==> config.mk <==
export PLATFORM = sky130hd
export DESIGN_NAME = pcie_cfg_launcher
export DESIGN_NICKNAME = d
export VERILOG_FILES = /design/src/rtl/pcie_cfg_pkg.sv /design/src/rtl/pcie_cfg_launcher.sv
export SDC_FILE = /design/constraint.sdc
export NUM_CORES = 1
export LEC_CHECK = 0
export CAP_MARGIN = 15
export CORE_MARGIN = 2
export CORE_UTILIZATION = 50
export CTS_CLUSTER_DIAMETER = 40
export DETAILED_ROUTE_END_ITERATION = 6
export PLACE_DENSITY_LB_ADDON = 0.3
export SYNTH_ARGS = -nofsm -noshare
export SYNTH_HDL_FRONTEND = slang
export SYNTH_SLANG_ARGS = --single-unit
==> constraint.sdc <==
create_clock -name user_clk -period 5.1 [get_ports user_clk]
set_input_delay 0.765 -clock user_clk [delete_from_list [all_inputs] [get_ports user_clk]]
set_output_delay 0.765 -clock user_clk [all_outputs]
set_load 0.1 [all_outputs]
==> src/rtl/pcie_cfg_pkg.sv <==
// rtl/pcie_cfg_pkg.sv - state encodings and default parameters for the PCIe config launcher
package pcie_cfg_pkg;

  localparam logic [2:0] ST_IDLE   = 3'd0;
  localparam logic [2:0] ST_STABLE = 3'd1;
  localparam logic [2:0] ST_START  = 3'd2;
  localparam logic [2:0] ST_WAIT   = 3'd3;
  localparam logic [2:0] ST_RETRY  = 3'd4;
  localparam logic [2:0] ST_DONE   = 3'd5;
  localparam logic [2:0] ST_FAIL   = 3'd6;

  localparam int DEF_LINK_STABLE_CYCLES = 1024;
  localparam int DEF_CFG_TIMEOUT_CYCLES = 1048576;
  localparam int DEF_RESET_CYCLES       = 16;
  localparam int DEF_MAX_RETRIES        = 3;
  localparam int DEF_CNT_WIDTH          = 21;
  localparam int DEF_RETRY_WIDTH        = 2;

endpackage

==> src/rtl/pcie_cfg_launcher.sv <==
// rtl/pcie_cfg_launcher.sv - link-up qualified configurator launcher with watchdog and bounded retry
module pcie_cfg_launcher
  import pcie_cfg_pkg::*;
#(
  parameter int LINK_STABLE_CYCLES = DEF_LINK_STABLE_CYCLES,
  parameter int CFG_TIMEOUT_CYCLES = DEF_CFG_TIMEOUT_CYCLES,
  parameter int RESET_CYCLES       = DEF_RESET_CYCLES,
  parameter int MAX_RETRIES        = DEF_MAX_RETRIES,
  parameter int CNT_WIDTH          = DEF_CNT_WIDTH,
  parameter int RETRY_WIDTH        = DEF_RETRY_WIDTH
) (
  input  logic                   user_clk,
  input  logic                   reset,
  input  logic                   user_lnk_up,
  input  logic                   finished_config,
  input  logic                   failed_config,
  output logic                   start_config,
  output logic                   cfg_reset,
  output logic                   enum_done,
  output logic                   enum_failed,
  output logic [RETRY_WIDTH-1:0] retry_count,
  output logic [2:0]             launch_state
);

  localparam logic [CNT_WIDTH-1:0]   C_STABLE_LAST  = CNT_WIDTH'(LINK_STABLE_CYCLES - 1);
  localparam logic [CNT_WIDTH-1:0]   C_TIMEOUT_LAST = CNT_WIDTH'(CFG_TIMEOUT_CYCLES - 1);
  localparam logic [CNT_WIDTH-1:0]   C_RESET_LAST   = CNT_WIDTH'(RESET_CYCLES - 1);
  localparam logic [RETRY_WIDTH-1:0] C_MAX_RETRIES  = RETRY_WIDTH'(MAX_RETRIES);

  logic [2:0]             r_state;
  logic [CNT_WIDTH-1:0]   r_cnt;
  logic [RETRY_WIDTH-1:0] r_retry;

  logic [2:0] w_next_state;
  logic       w_attempt_fail;
  logic       w_can_retry;

  assign w_attempt_fail = failed_config || (r_cnt == C_TIMEOUT_LAST);
  assign w_can_retry    = (r_retry < C_MAX_RETRIES);

  // Losing the link overrides everything, including a pending attempt result.
  always_comb begin
    w_next_state = r_state;
    if (r_state != ST_IDLE && !user_lnk_up) begin
      w_next_state = ST_IDLE;
    end else begin
      case (r_state)
        ST_IDLE:   if (user_lnk_up) w_next_state = ST_STABLE;
        ST_STABLE: if (r_cnt == C_STABLE_LAST) w_next_state = ST_START;
        ST_START:  w_next_state = ST_WAIT;
        ST_WAIT: begin
          if (w_attempt_fail)       w_next_state = w_can_retry ? ST_RETRY : ST_FAIL;
          else if (finished_config) w_next_state = ST_DONE;
        end
        ST_RETRY:  if (r_cnt == C_RESET_LAST) w_next_state = ST_START;
        ST_DONE:   w_next_state = ST_DONE;
        ST_FAIL:   w_next_state = ST_FAIL;
        default:   w_next_state = ST_IDLE;
      endcase
    end
  end

  always_ff @(posedge user_clk) begin
    if (reset) begin
      r_state <= ST_IDLE;
      r_cnt   <= '0;
      r_retry <= '0;
    end else begin
      r_state <= w_next_state;
      if (w_next_state != r_state) begin
        r_cnt <= '0;
      end else if (r_cnt != {CNT_WIDTH{1'b1}}) begin
        r_cnt <= r_cnt + 1'b1;
      end
      if (w_next_state == ST_IDLE) begin
        r_retry <= '0;
      end else if (r_state == ST_WAIT && w_next_state == ST_RETRY) begin
        r_retry <= r_retry + 1'b1;
      end
    end
  end

  assign start_config = (r_state == ST_START);
  assign cfg_reset    = (r_state == ST_IDLE) || (r_state == ST_STABLE) || (r_state == ST_RETRY);
  assign enum_done    = (r_state == ST_DONE);
  assign enum_failed  = (r_state == ST_FAIL);
  assign retry_count  = r_retry;
  assign launch_state = r_state;

endmodule

==> reports/metrics.yaml <==
synth:
  synth_nets: 207
  synth_cells: 200
  synth.most_common_cell: "nor2_1"
  synth_edf_count: 0
  syn-cell-area_sq_um: 1597
  synthFlopType: "dfxtp_1"
  synthTopCellsByCount: "nor2_1, dfxtp_1, nand3_1"
  ys_types: 45
  async_flop_share: 0
  synth-seq-area-share: 0.3260
  synth_area_leader_cell: "dfxtp_1"
  syn_area_per_cell_sq_um: 7.983
  synth.top_cell.area_share: 0.3260
  ys_warn_count: 0
  ys_ff_latch: 26
  synth_area_leaders: "dfxtp_1, nor2_1, xnor2_1"
route:
  dr_total_vias: 1471
  postRouteAntennaNets: 0
  dr.pass1.iters: 4
  avgViaCountPerCell: 5.884
  wl_per_cell_um: 13.68
  route.detailed.drc: 0
  routed_wl_mm: 3.419
  drt_iter0_markers: 58
clock_tree:
  clock_latency_ps: 310
  cts_sinks: 26
  cts_root_buf: "clkbuf_4"
  cts_made_buffers: 3
  cts_hold_buf: 0
  post_cts_buffers: 0
  clk_path_buf_depth: 2
  htreeDepth: 1
  post_cts_resized: 0
  cts_tree: "built"
  clkTransAtPathRegs_ps: 120
placed_design:
  place_hpwl_mm: 2.570
  placed_cell_area_sq_um: 1718
  dp_cells: 246
  place.gp.congestion: 0.8739
  io_buffers: 13
grt:
  grt_pass1_vias: 1272
  overflow: 0
  grt_usage: 0.2010
  antenna_found_initial: 0
  grt_max_degree: 22
  grt_pass1_wl_mm: 5.630
setup_path:
  cpPeakStageDelay_ps: 1140
  r2r_start: "r_cnt[0]"
  crit_slowest_cell: "clkdlybuf4s50_1"
  critPathCaptureType: "output port"
  worst_setup_path_start_kind: "register"
  timing.rr.end: "r_cnt[4]"
  critPathCapture: "enum_done"
  rr_worst_depth: 7
  required_ps: 4340
  r2r_slack_ps: 2290
  critPathMaxFanout: 18
  cp-startpoint: "launch_state[2]"
  critPathKind: "reg2out"
  worstPathCellList: "nand2_1, nor2_1, clkdlybuf4s50_1"
  arrival_ps: 2450
power_and_ir_drop:
  power_leakage_nw: 0.5646
  ir_worst_vdd_v: 0.0001686
  netSwitchingPower_uw: 72.40
  total_power_uw: 328.8
  p_clk_frac: 0.305
  pwr-share-comb: 0.066
  seq_power_share: 0.629
  power_density_nw_per_um2: 187.4
  swShare: 0.2202
  p_int_uw: 256.4
floorplan:
  core-area_sq_um: 3053
  start_util: 0.5230
  fp.dieW_um: 60.51
  num_rows: 20
  dieArea_sq_um: 3661
  die_height_um: 60.51
  io_pins: 14
cells_and_area:
  nets: 214
  diodes: 0
  layout-drive-gt1-share: 0.04854
  design_area_sq_um: 1754
  fin_util: 0.5746
  instances_no_fill: 250
  area_growth_pct: 9.874
sta:
  max_slew.worst_pin.slew_ps: 968.9
  finalCritPeriodShare: 0.6296
  fmax_mhz: 311.4
  finClkSkew_ps: 16.70
  rsz0062_at_grt: "false"
  layout_min_cycle_time_ps: 3211
  maxSlewHeadroom: 0.3521
  finalSetupViolCount: 0
  tns_ps: 0
  final_max_slew_viol_count: 0
  finalHoldViolCount: 0
status:
  outcome: "completed"
job:
  cap_violations: 0
min_path:
  holdPathStages: 2
  hp-class: "reg2reg"
how the worst min path moves through the flow:
stage | slack, ps | endpoint | startpoint
5_1_grt | 580 | r_cnt[1] | r_cnt[1]
4_1_cts | 550 | r_cnt[1] | r_cnt[1]
3_5_place_dp | 520 | r_cnt[1] | r_cnt[1]
6_report | 540 | r_cnt[1] | r_cnt[1]
2_1_floorplan | 480 | r_cnt[1] | r_cnt[1]
3_3_place_gp | 500 | r_cnt[1] | r_cnt[1]
final cells by class:
cell class                      count  area, sq um
Fill cell                         311         1299
Multi-Input combinational cell    159        997.2
Sequential cell                    26        520.5
Timing Repair Buffer               13        130.1
Tap cell                           44        55.05
Clock buffer                        4        36.28
Inverter                            4        15.01
placed cells by master (no fill, tap or decap), drive strengths merged, types with 3 or more instances in the layout:
cell,instances
clkdlybuf4s50,13
clkbuf,4
nor2,35
dfxtp,26
xor2,5
nor3,8
nand3,13
nand4,6
a21oi,7
o2111ai,3
and3,8
nor4,6
o21ai,3
and4,5
nand2,11
inv,4
nand2b,5
xnor2,12
registers in the layout, summed over array words and instances (netlist names):
register / cells
retry_count: 2
launch_state: 3
r_cnt: 21
kinds of logic (layout without fill, tap and decap cells):
logic type / Yosys count / in the layout / synth area share
compound gates: 32 / 32 / 0.1567
mux: 2 / 2 / 0.01567
buf+inv: 15 / 21 / 0.04937
simple gates: 106 / 106 / 0.3433
flops: 26 / 26 / 0.3260
fa+ha+maj: 2 / 2 / 0.01567
xor+xnor: 17 / 17 / 0.09326
layer usage:
metal | GRT usage | up-vias | wire, um
met4 | 0.03416 | 0 | 27
li1 | - | 738 | -
met1 | 0.2798 | 701 | 1690
met3 | 0.03412 | 4 | 104
met2 | 0.3354 | 28 | 1597
met5 | 0 | - | 0
through the flow:
stage,setup WS [ps],hold WS (ps)
floorplan,1704,479.2
global placement,2143,496.9
global route,1773,579.3
CTS,1906,550.1
detailed placement,1979,516.5
finish,1889,540.0
worst max-delay path: cells and delay by family, from the launching register on:
| family | cells | cell delay, ps |
|---|---|---|
| flip-flops | 1 | 690 |
| AND/OR/NAND/NOR | 2 | 320 |
| buffers and inverters | 1 | 1140 |
power groups by stage:
stage               Combinational, mW  Sequential (mW)  Clock, mW
floorplan                      0.0144            0.213          0
global placement               0.0207            0.211          0
detailed placement             0.0214            0.211          0
CTS                            0.0216            0.207      0.103
global route                   0.0239            0.207      0.112
finish                         0.0216            0.207      0.100
No activity file was read; power rests on OpenSTA's default activity.
